==> src/rtl/vga_pkg.sv <==
// Shared definitions for the VGA pattern generator: default timing, mode
// encoding and the colour-bar palette.
package vga_pkg;

   localparam int DEF_H_DISPLAY   = 640;
   localparam int DEF_H_FRONT     = 16;
   localparam int DEF_H_SYNC      = 96;
   localparam int DEF_H_BACK      = 48;
   localparam int DEF_V_DISPLAY   = 480;
   localparam int DEF_V_FRONT     = 10;
   localparam int DEF_V_SYNC      = 2;
   localparam int DEF_V_BACK      = 33;
   localparam int DEF_COLOR_W     = 4;
   localparam int DEF_SQUARE_SIZE = 60;
   localparam int DEF_BOARD_SIZE  = 480;
   localparam int DEF_SCROLL_STEP = 1;

   typedef enum logic [1:0] {
      MODE_CHESS  = 2'd0,
      MODE_BARS   = 2'd1,
      MODE_SOLID  = 2'd2,
      MODE_SCROLL = 2'd3
   } mode_t;

   // 3-bit {R,G,B}, bar 0 leftmost; each bit is replicated across a channel
   localparam logic [0:7][2:0] BAR_RGB = {
      3'b111, 3'b110, 3'b011, 3'b010, 3'b101, 3'b100, 3'b001, 3'b000
   };

endpackage

==> src/rtl/vga_timing.sv <==
// Raster counters with raw sync, active-area flag and line/frame strobes,
// all decoded combinationally from the current counter state.
module vga_timing import vga_pkg::*; #(
   parameter int H_DISPLAY = DEF_H_DISPLAY,
   parameter int H_FRONT   = DEF_H_FRONT,
   parameter int H_SYNC    = DEF_H_SYNC,
   parameter int H_BACK    = DEF_H_BACK,
   parameter int V_DISPLAY = DEF_V_DISPLAY,
   parameter int V_FRONT   = DEF_V_FRONT,
   parameter int V_SYNC    = DEF_V_SYNC,
   parameter int V_BACK    = DEF_V_BACK,
   parameter int HW = $clog2(H_DISPLAY + H_FRONT + H_SYNC + H_BACK),
   parameter int VW = $clog2(V_DISPLAY + V_FRONT + V_SYNC + V_BACK)
) (
   input  logic          clk,
   input  logic          rst,
   output logic [HW-1:0] o_h,
   output logic [VW-1:0] o_v,
   output logic          o_hs_act,
   output logic          o_vs_act,
   output logic          o_active,
   output logic          o_line_end,
   output logic          o_frame_start
);

   localparam logic [HW-1:0] H_LAST   = HW'(H_DISPLAY + H_FRONT + H_SYNC + H_BACK - 1);
   localparam logic [VW-1:0] V_LAST   = VW'(V_DISPLAY + V_FRONT + V_SYNC + V_BACK - 1);
   localparam logic [HW-1:0] HS_FIRST = HW'(H_DISPLAY + H_FRONT);
   localparam logic [HW-1:0] HS_LAST  = HW'(H_DISPLAY + H_FRONT + H_SYNC - 1);
   localparam logic [VW-1:0] VS_FIRST = VW'(V_DISPLAY + V_FRONT);
   localparam logic [VW-1:0] VS_LAST  = VW'(V_DISPLAY + V_FRONT + V_SYNC - 1);
   localparam logic [HW-1:0] H_ACT    = HW'(H_DISPLAY);
   localparam logic [VW-1:0] V_ACT    = VW'(V_DISPLAY);

   logic [HW-1:0] r_h;
   logic [VW-1:0] r_v;

   always_ff @(posedge clk or posedge rst) begin
      if (rst) begin
         r_h <= '0;
         r_v <= '0;
      end else if (r_h == H_LAST) begin
         r_h <= '0;
         r_v <= (r_v == V_LAST) ? '0 : r_v + 1'b1;
      end else begin
         r_h <= r_h + 1'b1;
      end
   end

   assign o_h           = r_h;
   assign o_v           = r_v;
   assign o_hs_act      = (r_h >= HS_FIRST) && (r_h <= HS_LAST);
   assign o_vs_act      = (r_v >= VS_FIRST) && (r_v <= VS_LAST);
   assign o_active      = (r_h < H_ACT) && (r_v < V_ACT);
   assign o_line_end    = (r_h == H_LAST);
   assign o_frame_start = (r_h == '0) && (r_v == '0);

endmodule

==> src/rtl/vga_pattern_gen.sv <==
// VGA test-pattern generator: chessboard, colour bars, solid red and a
// horizontally scrolling chessboard, with registered sync/de/rgb outputs.
module vga_pattern_gen import vga_pkg::*; #(
   parameter int   H_DISPLAY   = DEF_H_DISPLAY,
   parameter int   H_FRONT     = DEF_H_FRONT,
   parameter int   H_SYNC      = DEF_H_SYNC,
   parameter int   H_BACK      = DEF_H_BACK,
   parameter int   V_DISPLAY   = DEF_V_DISPLAY,
   parameter int   V_FRONT     = DEF_V_FRONT,
   parameter int   V_SYNC      = DEF_V_SYNC,
   parameter int   V_BACK      = DEF_V_BACK,
   parameter logic SYNC_POL    = 1'b0,
   parameter int   COLOR_W     = DEF_COLOR_W,
   parameter int   SQUARE_SIZE = DEF_SQUARE_SIZE,
   parameter int   BOARD_SIZE  = DEF_BOARD_SIZE,
   parameter int   SCROLL_STEP = DEF_SCROLL_STEP
) (
   input  logic               clk,
   input  logic               rst,
   input  logic [1:0]         mode,
   output logic               hsync,
   output logic               vsync,
   output logic               de,
   output logic               frame_start,
   output logic [COLOR_W-1:0] r,
   output logic [COLOR_W-1:0] g,
   output logic [COLOR_W-1:0] b
);

   localparam int H_TOTAL = H_DISPLAY + H_FRONT + H_SYNC + H_BACK;
   localparam int V_TOTAL = V_DISPLAY + V_FRONT + V_SYNC + V_BACK;
   localparam int HW      = $clog2(H_TOTAL);
   localparam int VW      = $clog2(V_TOTAL);
   localparam int X0      = (H_DISPLAY - BOARD_SIZE) / 2;
   localparam int Y0      = (V_DISPLAY - BOARD_SIZE) / 2;
   localparam int OW      = $clog2(2 * SQUARE_SIZE);
   localparam int BAR_W   = H_DISPLAY / 8;
   localparam int BW      = $clog2(BAR_W + 1);
   localparam int STEP_M  = SCROLL_STEP % (2 * SQUARE_SIZE);

   localparam logic [HW-1:0] X_LO     = HW'(X0);
   localparam logic [VW-1:0] Y_LO     = VW'(Y0);
   localparam logic [HW-1:0] BS_H     = HW'(BOARD_SIZE);
   localparam logic [VW-1:0] BS_V     = VW'(BOARD_SIZE);
   localparam logic [HW-1:0] X_RLD    = (X0 == 0) ? '0 : HW'(X0 - 1);
   localparam logic [VW-1:0] Y_RLD    = (Y0 == 0) ? VW'(V_TOTAL - 1) : VW'(Y0 - 1);
   localparam logic [OW-1:0] SQ_O     = OW'(SQUARE_SIZE);
   localparam logic [OW-1:0] SQ_LAST  = OW'(SQUARE_SIZE - 1);
   localparam logic [OW:0]   TWO_SQ   = (OW+1)'(2 * SQUARE_SIZE);
   localparam logic [OW:0]   STEP_O   = (OW+1)'(STEP_M);
   localparam logic [BW-1:0] BAR_LAST = BW'(BAR_W - 1);

   logic [HW-1:0] w_h;
   logic [VW-1:0] w_v;
   logic          w_hs_act, w_vs_act, w_active, w_line_end, w_fs;

   vga_timing #(
      .H_DISPLAY(H_DISPLAY), .H_FRONT(H_FRONT), .H_SYNC(H_SYNC), .H_BACK(H_BACK),
      .V_DISPLAY(V_DISPLAY), .V_FRONT(V_FRONT), .V_SYNC(V_SYNC), .V_BACK(V_BACK),
      .HW(HW), .VW(VW)
   ) u_timing (
      .clk(clk), .rst(rst), .o_h(w_h), .o_v(w_v),
      .o_hs_act(w_hs_act), .o_vs_act(w_vs_act), .o_active(w_active),
      .o_line_end(w_line_end), .o_frame_start(w_fs)
   );

   mode_t         r_mode_q;
   logic [OW-1:0] r_off, r_x_sub, r_y_sub;
   logic          r_x_par, r_y_par;
   logic [BW-1:0] r_bar_cnt;
   logic [2:0]    r_bar_idx;
   logic          r_hsync, r_vsync, r_de, r_fs;
   logic [2:0]    r_rgb3;

   // At (0,0) the new frame's mode and offset are not registered yet, so
   // use the values that are about to be loaded.
   mode_t         w_mode;
   logic [OW:0]   w_sum;
   logic [OW-1:0] w_off_adv, w_off, w_pre_sub, w_x_sub;
   logic          w_pre_par, w_x_par, w_in_board;
   logic [HW-1:0] w_xd;
   logic [VW-1:0] w_yd;
   logic [2:0]    w_rgb3;

   assign w_mode    = w_fs ? mode_t'(mode) : r_mode_q;
   assign w_sum     = {1'b0, r_off} + STEP_O;
   assign w_off_adv = (w_sum >= TWO_SQ) ? OW'(w_sum - TWO_SQ) : OW'(w_sum);
   assign w_off     = (w_fs && r_mode_q == MODE_SCROLL) ? w_off_adv : r_off;
   assign w_pre_par = (w_mode == MODE_SCROLL) && (w_off >= SQ_O);
   assign w_pre_sub = (w_mode != MODE_SCROLL) ? '0 : (w_pre_par ? w_off - SQ_O : w_off);
   assign w_x_sub   = (X0 == 0 && w_h == '0) ? w_pre_sub : r_x_sub;
   assign w_x_par   = (X0 == 0 && w_h == '0) ? w_pre_par : r_x_par;

   // Wrapping subtraction makes positions left/above the origin look huge.
   assign w_xd       = w_h - X_LO;
   assign w_yd       = w_v - Y_LO;
   assign w_in_board = (w_xd < BS_H) && (w_yd < BS_V);

   always_comb begin
      w_rgb3 = 3'b000;
      if (w_active) begin
         case (w_mode)
            MODE_BARS:  w_rgb3 = BAR_RGB[r_bar_idx];
            MODE_SOLID: w_rgb3 = 3'b100;
            default:    w_rgb3 = w_in_board ? {3{w_x_par ^ r_y_par}} : 3'b100;
         endcase
      end
   end

   always_ff @(posedge clk or posedge rst) begin
      if (rst) begin
         r_mode_q  <= MODE_CHESS;
         r_off     <= '0;
         r_x_sub   <= '0;
         r_x_par   <= 1'b0;
         r_y_sub   <= '0;
         r_y_par   <= 1'b0;
         r_bar_cnt <= '0;
         r_bar_idx <= '0;
         r_hsync   <= ~SYNC_POL;
         r_vsync   <= ~SYNC_POL;
         r_de      <= 1'b0;
         r_fs      <= 1'b0;
         r_rgb3    <= '0;
      end else begin
         if (w_fs) begin
            r_mode_q <= w_mode;
            r_off    <= w_off;
         end
         if (X0 != 0 && w_h == X_RLD) begin
            r_x_sub <= w_pre_sub;
            r_x_par <= w_pre_par;
         end else if (w_x_sub == SQ_LAST) begin
            r_x_sub <= '0;
            r_x_par <= ~w_x_par;
         end else begin
            r_x_sub <= w_x_sub + 1'b1;
            r_x_par <= w_x_par;
         end
         if (w_line_end) begin
            if (w_v == Y_RLD) begin
               r_y_sub <= '0;
               r_y_par <= 1'b0;
            end else if (r_y_sub == SQ_LAST) begin
               r_y_sub <= '0;
               r_y_par <= ~r_y_par;
            end else begin
               r_y_sub <= r_y_sub + 1'b1;
            end
         end
         if (w_line_end) begin
            r_bar_cnt <= '0;
            r_bar_idx <= '0;
         end else if (r_bar_cnt == BAR_LAST) begin
            r_bar_cnt <= '0;
            r_bar_idx <= r_bar_idx + 1'b1;
         end else begin
            r_bar_cnt <= r_bar_cnt + 1'b1;
         end
         r_hsync <= w_hs_act ? SYNC_POL : ~SYNC_POL;
         r_vsync <= w_vs_act ? SYNC_POL : ~SYNC_POL;
         r_de    <= w_active;
         r_fs    <= w_fs;
         r_rgb3  <= w_rgb3;
      end
   end

   assign hsync       = r_hsync;
   assign vsync       = r_vsync;
   assign de          = r_de;
   assign frame_start = r_fs;
   assign r           = {COLOR_W{r_rgb3[2]}};
   assign g           = {COLOR_W{r_rgb3[1]}};
   assign b           = {COLOR_W{r_rgb3[0]}};

endmodule
==> config.mk <==
export PLATFORM = sky130hd
export DESIGN_NAME = vga_pattern_gen
export DESIGN_NICKNAME = d
export VERILOG_FILES = /design/src/rtl/vga_pkg.sv /design/src/rtl/vga_timing.sv /design/src/rtl/vga_pattern_gen.sv
export SDC_FILE = /design/constraint.sdc
export NUM_CORES = 1
export LEC_CHECK = 0
export ABC_AREA = 1
export BUFFER_PORTS_ARGS = -buffer_cell sky130_fd_sc_hd__buf_2
export CORE_ASPECT_RATIO = 0.75
export CORE_UTILIZATION = 39
export CTS_BUF_LIST = sky130_fd_sc_hd__clkbuf_16
export DETAILED_ROUTE_END_ITERATION = 10
export HOLD_SLACK_MARGIN = 0.1
export PLACE_DENSITY_LB_ADDON = 0.1
export SYNTH_ARGS = -nofsm -noshare
export SYNTH_HDL_FRONTEND = slang
export SYNTH_SLANG_ARGS = --single-unit
==> constraint.sdc <==
create_clock -name clk -period 2.2 [get_ports clk]
set_input_delay 0.44 -clock clk [delete_from_list [all_inputs] [get_ports clk]]
set_output_delay 0.44 -clock clk [all_outputs]
set_load 0.01 [all_outputs]
==> impl_metrics.xml <==
<?xml version="1.0" encoding="UTF-8"?>
<metrics>
  <group name="place">
    <metric name="detailed_place.area" unit="um2">4380</metric>
    <metric name="gp_routability_congestion" unit="">0.841</metric>
    <metric name="port_buffers" unit="">19</metric>
    <metric name="estimated_wirelength_of_the_detail_placed_design" unit="mm">6.49</metric>
  </group>
  <group name="floorplan">
    <metric name="fp.coreArea" unit="um2">9230</metric>
    <metric name="dieWidth" unit="um">116</metric>
    <metric name="die_height" unit="um">87.2</metric>
    <metric name="io_pins" unit="">20</metric>
    <metric name="dieArea" unit="um2">10100</metric>
    <metric name="rows" unit="">30</metric>
    <metric name="floorplan.initialDensity" unit="">0.409</metric>
  </group>
  <group name="finish">
    <metric name="finish.instance_area" unit="um2">4930</metric>
    <metric name="synthToLayoutAreaGrowth" unit="%">30.5</metric>
    <metric name="layout_commonest_cell" unit="">nand2_1</metric>
    <metric name="final_util" unit="">0.534</metric>
    <metric name="fillerInstances" unit="">870</metric>
    <metric name="ff_latch_area" unit="um2">1550</metric>
    <metric name="ant_diodes" unit="">0</metric>
    <metric name="multi_input_area" unit="um2">2020</metric>
    <metric name="layout_cells_sized_above_1" unit="">0.330</metric>
    <metric name="nets" unit="">570</metric>
    <metric name="layout.cells.most_common_list" unit="">69 x nand2_1, 67 x buf_4, 60 x inv_1, 60 x dfrtp_1, 44 x nor2_1</metric>
  </group>
  <group name="setup_path">
    <metric name="critical_path_arrival" unit="ps">2410</metric>
    <metric name="crit_path_end" unit="">r_x_sub[4]</metric>
    <metric name="cp.buffers_inverters" unit="">2</metric>
    <metric name="path_common_cell" unit="">nand2_1</metric>
    <metric name="crit_path_start_kind" unit="">flip-flop</metric>
    <metric name="r2r.worst_path.cells" unit="">20</metric>
    <metric name="rr_endpoint" unit="">r_x_sub[4]</metric>
    <metric name="critical_path.max_fanout" unit="">7</metric>
    <metric name="cell_by_cell_listing_of_the_critical_path" unit="">inv_2, ha_4, nand2_4, nor2_4, nand4_1, nor2_4, nand2_4, nand2_2, nand2_2, inv_2, ha_4, nand2_4, nor2_4, nand2_2, nand2_4, nand2_1, nand2_1, nand2_1, nand2_1, nand2_1</metric>
    <metric name="worst_setup_path_startpoint" unit="">u_timing.o_h[0]</metric>
    <metric name="cp_data_required_time" unit="ps">2420</metric>
    <metric name="worst_path_dominant_cell_family" unit="">simple AND/OR/NAND/NOR gates</metric>
    <metric name="ff2ff_setup_slack" unit="ps">20</metric>
    <metric name="crit_cells" unit="">20</metric>
    <metric name="timing_worst_setup_path_type" unit="">flip-flop to flip-flop</metric>
    <metric name="r2r-start" unit="">u_timing.o_h[0]</metric>
    <metric name="endpoint_kind" unit="">flip-flop</metric>
    <metric name="worst_path_max_delay_cell" unit="">dfrtp_1</metric>
    <metric name="critPathMaxStageDelay" unit="ps">380</metric>
  </group>
  <group name="run">
    <metric name="cap_violations" unit="">0</metric>
  </group>
  <group name="routing">
    <metric name="routedWlPerCell" unit="um">13.2</metric>
    <metric name="vias_after_detailed_routing" unit="">3236</metric>
    <metric name="first_iter_violations" unit="">154</metric>
    <metric name="ant_nets" unit="">0</metric>
    <metric name="drc" unit="">0</metric>
    <metric name="via_per_inst" unit="">4.77</metric>
    <metric name="detail_route.wirelength" unit="mm">8.93</metric>
    <metric name="dr.pass1.iters" unit="">4</metric>
  </group>
  <group name="synth">
    <metric name="post_synth_mux_area_share" unit="">0</metric>
    <metric name="synth_sequential_area_ratio" unit="">0.411</metric>
    <metric name="gate_count_of_the_mapped_netlist" unit="">459</metric>
    <metric name="avgSynthCellArea" unit="um2">8.23</metric>
    <metric name="postSynthRegisterBits" unit="">62</metric>
    <metric name="yosys.cell_types.count" unit="">38</metric>
    <metric name="synth.net_count" unit="">483</metric>
    <metric name="synth-adder-area-share" unit="">0.0662</metric>
    <metric name="synth_xor_area_frac" unit="">0.0487</metric>
    <metric name="area_of_the_mapped_netlist" unit="um2">3780</metric>
    <metric name="yosys.area_share.simple" unit="">0.286</metric>
    <metric name="complex_gate_fraction_of_the_synthesized_area" unit="">0.0871</metric>
    <metric name="main_combinational_cell_family_by_area_after_synthesis" unit="">simple AND/OR/NAND/NOR gates</metric>
    <metric name="synth.yosys.warnings" unit="">0</metric>
  </group>
  <group name="sta">
    <metric name="timing_max_transition_violations_final" unit="">0</metric>
    <metric name="final.setup_skew" unit="ps">3.56</metric>
    <metric name="tightestPinTransition" unit="ps">608</metric>
    <metric name="post-route-min-period" unit="ps">2180</metric>
    <metric name="finalCritPeriodShare" unit="">0.993</metric>
    <metric name="total_neg_setup_slack" unit="ps">0</metric>
    <metric name="hold_violations" unit="">0</metric>
    <metric name="slew-limit-headroom" unit="">0.589</metric>
    <metric name="holdWs" unit="ps">158</metric>
    <metric name="setup-violations-final" unit="">0</metric>
    <metric name="setup_repair_after_global_routing_missed_its_margin" unit="">yes</metric>
    <metric name="max_freq" unit="MHz">458</metric>
  </group>
  <group name="power_and_ir_drop">
    <metric name="power_leakage" unit="nW">2.46</metric>
    <metric name="vdd_ir_drop_max" unit="uV">260</metric>
    <metric name="totalPowerFinal" unit="mW">2.62</metric>
    <metric name="p_per_area" unit="nW/um2">531</metric>
  </group>
  <group name="clock_network">
    <metric name="cts_max_path_buffers" unit="">2</metric>
    <metric name="path_clk_slew" unit="ps">50</metric>
    <metric name="tritoncts.num_buffers" unit="">9</metric>
    <metric name="cts-root-buf" unit="">clkbuf_16</metric>
    <metric name="h-tree-depth" unit="">3</metric>
    <metric name="tritoncts" unit="">yes</metric>
    <metric name="worstSkewPairLatency" unit="ps">330</metric>
    <metric name="cts-hold-fix-buffers" unit="">0</metric>
    <metric name="cts.sink_count" unit="">62</metric>
  </group>
  <group name="global_routing">
    <metric name="globalRoute.totalOverflow" unit="">0</metric>
    <metric name="grt_use_met3" unit="">0.0571</metric>
    <metric name="maximum_number_of_pins_on_one_net_before_global_route_repair" unit="">63</metric>
    <metric name="gr_usage_total" unit="">0.197</metric>
    <metric name="grt.met1_usage" unit="">0.289</metric>
    <metric name="vias_in_the_first_global_route" unit="">3029</metric>
    <metric name="global_route_wire_length_before_repair" unit="mm">15.0</metric>
    <metric name="antenna_violations_before_repair" unit="">0</metric>
    <metric name="global_route.usage.met2" unit="">0.280</metric>
    <metric name="busiest_layer" unit="">met1</metric>
  </group>
  <group name="hold_path">
    <metric name="hold_path.class" unit="">input port to asynchronous set/reset pin</metric>
  </group>
  <group name="status">
    <metric name="outcome" unit="">complete, no violations</metric>
  </group>
</metrics>
==> synthesized netlist by cell type <==
master / count / area, um2
nand2_1: 74 / 278
inv_1: 71 / 267
dfrtp_1: 60 / 1500
nor2_1: 49 / 184
nand3_1: 25 / 125
a21oi_1: 20 / 100
ha_1: 20 / 250
xor2_1: 17 / 149
o21ai_0: 16 / 80.1
nor3_1: 11 / 55.1
buf_4: 10 / 75.1
nand2_2: 9 / 56.3
nand4_1: 8 / 50.1
inv_2: 7 / 26.3
nor2_4: 7 / 78.8
o21ai_1: 7 / 35.0
nand3_2: 6 / 60.1
nor4_1: 5 / 31.3
a211oi_1: 4 / 30.0
xnor2_1: 4 / 35.0
nor3_2: 3 / 30.0
o22ai_1: 3 / 18.8
and2_1: 2 / 12.5
dfstp_2: 2 / 52.6
nand2_4: 2 / 22.5
nor2_2: 2 / 12.5
nor3_4: 2 / 32.5
nor3b_1: 2 / 15.0
o21a_1: 2 / 15.0
a221oi_1: 1 / 8.76
a22o_1: 1 / 8.76
buf_6: 1 / 11.3
nand3_4: 1 / 17.5
nor4_4: 1 / 21.3
o211ai_1: 1 / 7.51
o21ai_2: 1 / 8.76
o311ai_0: 1 / 8.76
o31ai_1: 1 / 7.51
==> metrics by stage <==
stage	cells	setup slack (ps)
floorplan	459	39.4
global placement	651	-128
detailed placement	651	-119
CTS	672	1.71
global route	679	-178
finish	679	16.2
==> area by class of cell <==
type                            instances  area share
Multi-Input combinational cell        308       0.410
Inverter                               78      0.0594
Clock inverter                          7      0.0117
Clock buffer                            9      0.0457
Timing Repair Buffer                   87       0.125
Sequential cell                        62       0.315
Tap cell                              128      0.0325
==> what timing repair did <==
item / in CTS / in global routing
gates resized for setup: 16 / 36
endpoints found under the setup margin: 8 / 20
pin swaps: 7 / 18
cloned: 0 / 0
buffers inserted: 5 / 7
==> layer usage <==
| layer | share of wire | vias to the layer above |
|---|---|---|
| met1 | 0.52 | 1509 |
| li1 | - | 1636 |
| met5 | 0 | - |
| met3 | 0.050 | 10 |
| met4 | 0.0097 | 0 |
| met2 | 0.42 | 81 |
==> registers in the layout, indices dropped and copies added (netlist names), 2 cells and up <==
name and flops:
u_timing.o_h 10, u_timing.o_v 10, r_bar_cnt 7, r_off 7
r_x_sub 7, r_y_sub 7, r_bar_idx 3, r_rgb3 3
r_mode_q 2
==> logic make-up (layout without fill, tap and decap cells) <==
group,count (synthesis),after routing
AO/OA/AOI/OAI,58,58
XOR/XNOR,21,21
adder cells (fa/ha/maj),20,20
buffers and inverters,89,181
flip-flops,62,62
AND/OR/NAND/NOR,209,209
==> worst min-delay path by stage <==
| stage | from | end | slack [ps] | cells past startpoint |
|---|---|---|---|---|
| floorplan | u_timing.o_h[0] | u_timing.o_h[0] | 430 | 1 |
| global placement | r_bar_cnt[0] | r_bar_cnt[0] | 460 | 1 |
| detailed placement | r_bar_cnt[0] | r_bar_cnt[0] | 450 | 1 |
| CTS | rst | frame_start | 190 | 3 |
| global route | rst | frame_start | 190 | 3 |
| finish | rst | frame_start | 160 | 3 |
==> where the power goes <==
group	switching, mW	total [mW]	internal (mW)
sequential	0.00464	1.15	1.15
combinational	0.0628	0.103	0.0402
clock	0.504	1.36	0.859
==> worst reg2reg max path, delay by kind of cell (launching register included) <==
family,cells,cell delay [ps]
flops,1,380
fa+ha+maj,2,280
buf+inv,2,160
simple gates,16,1270
No activity file was read; power rests on OpenSTA's default activity.
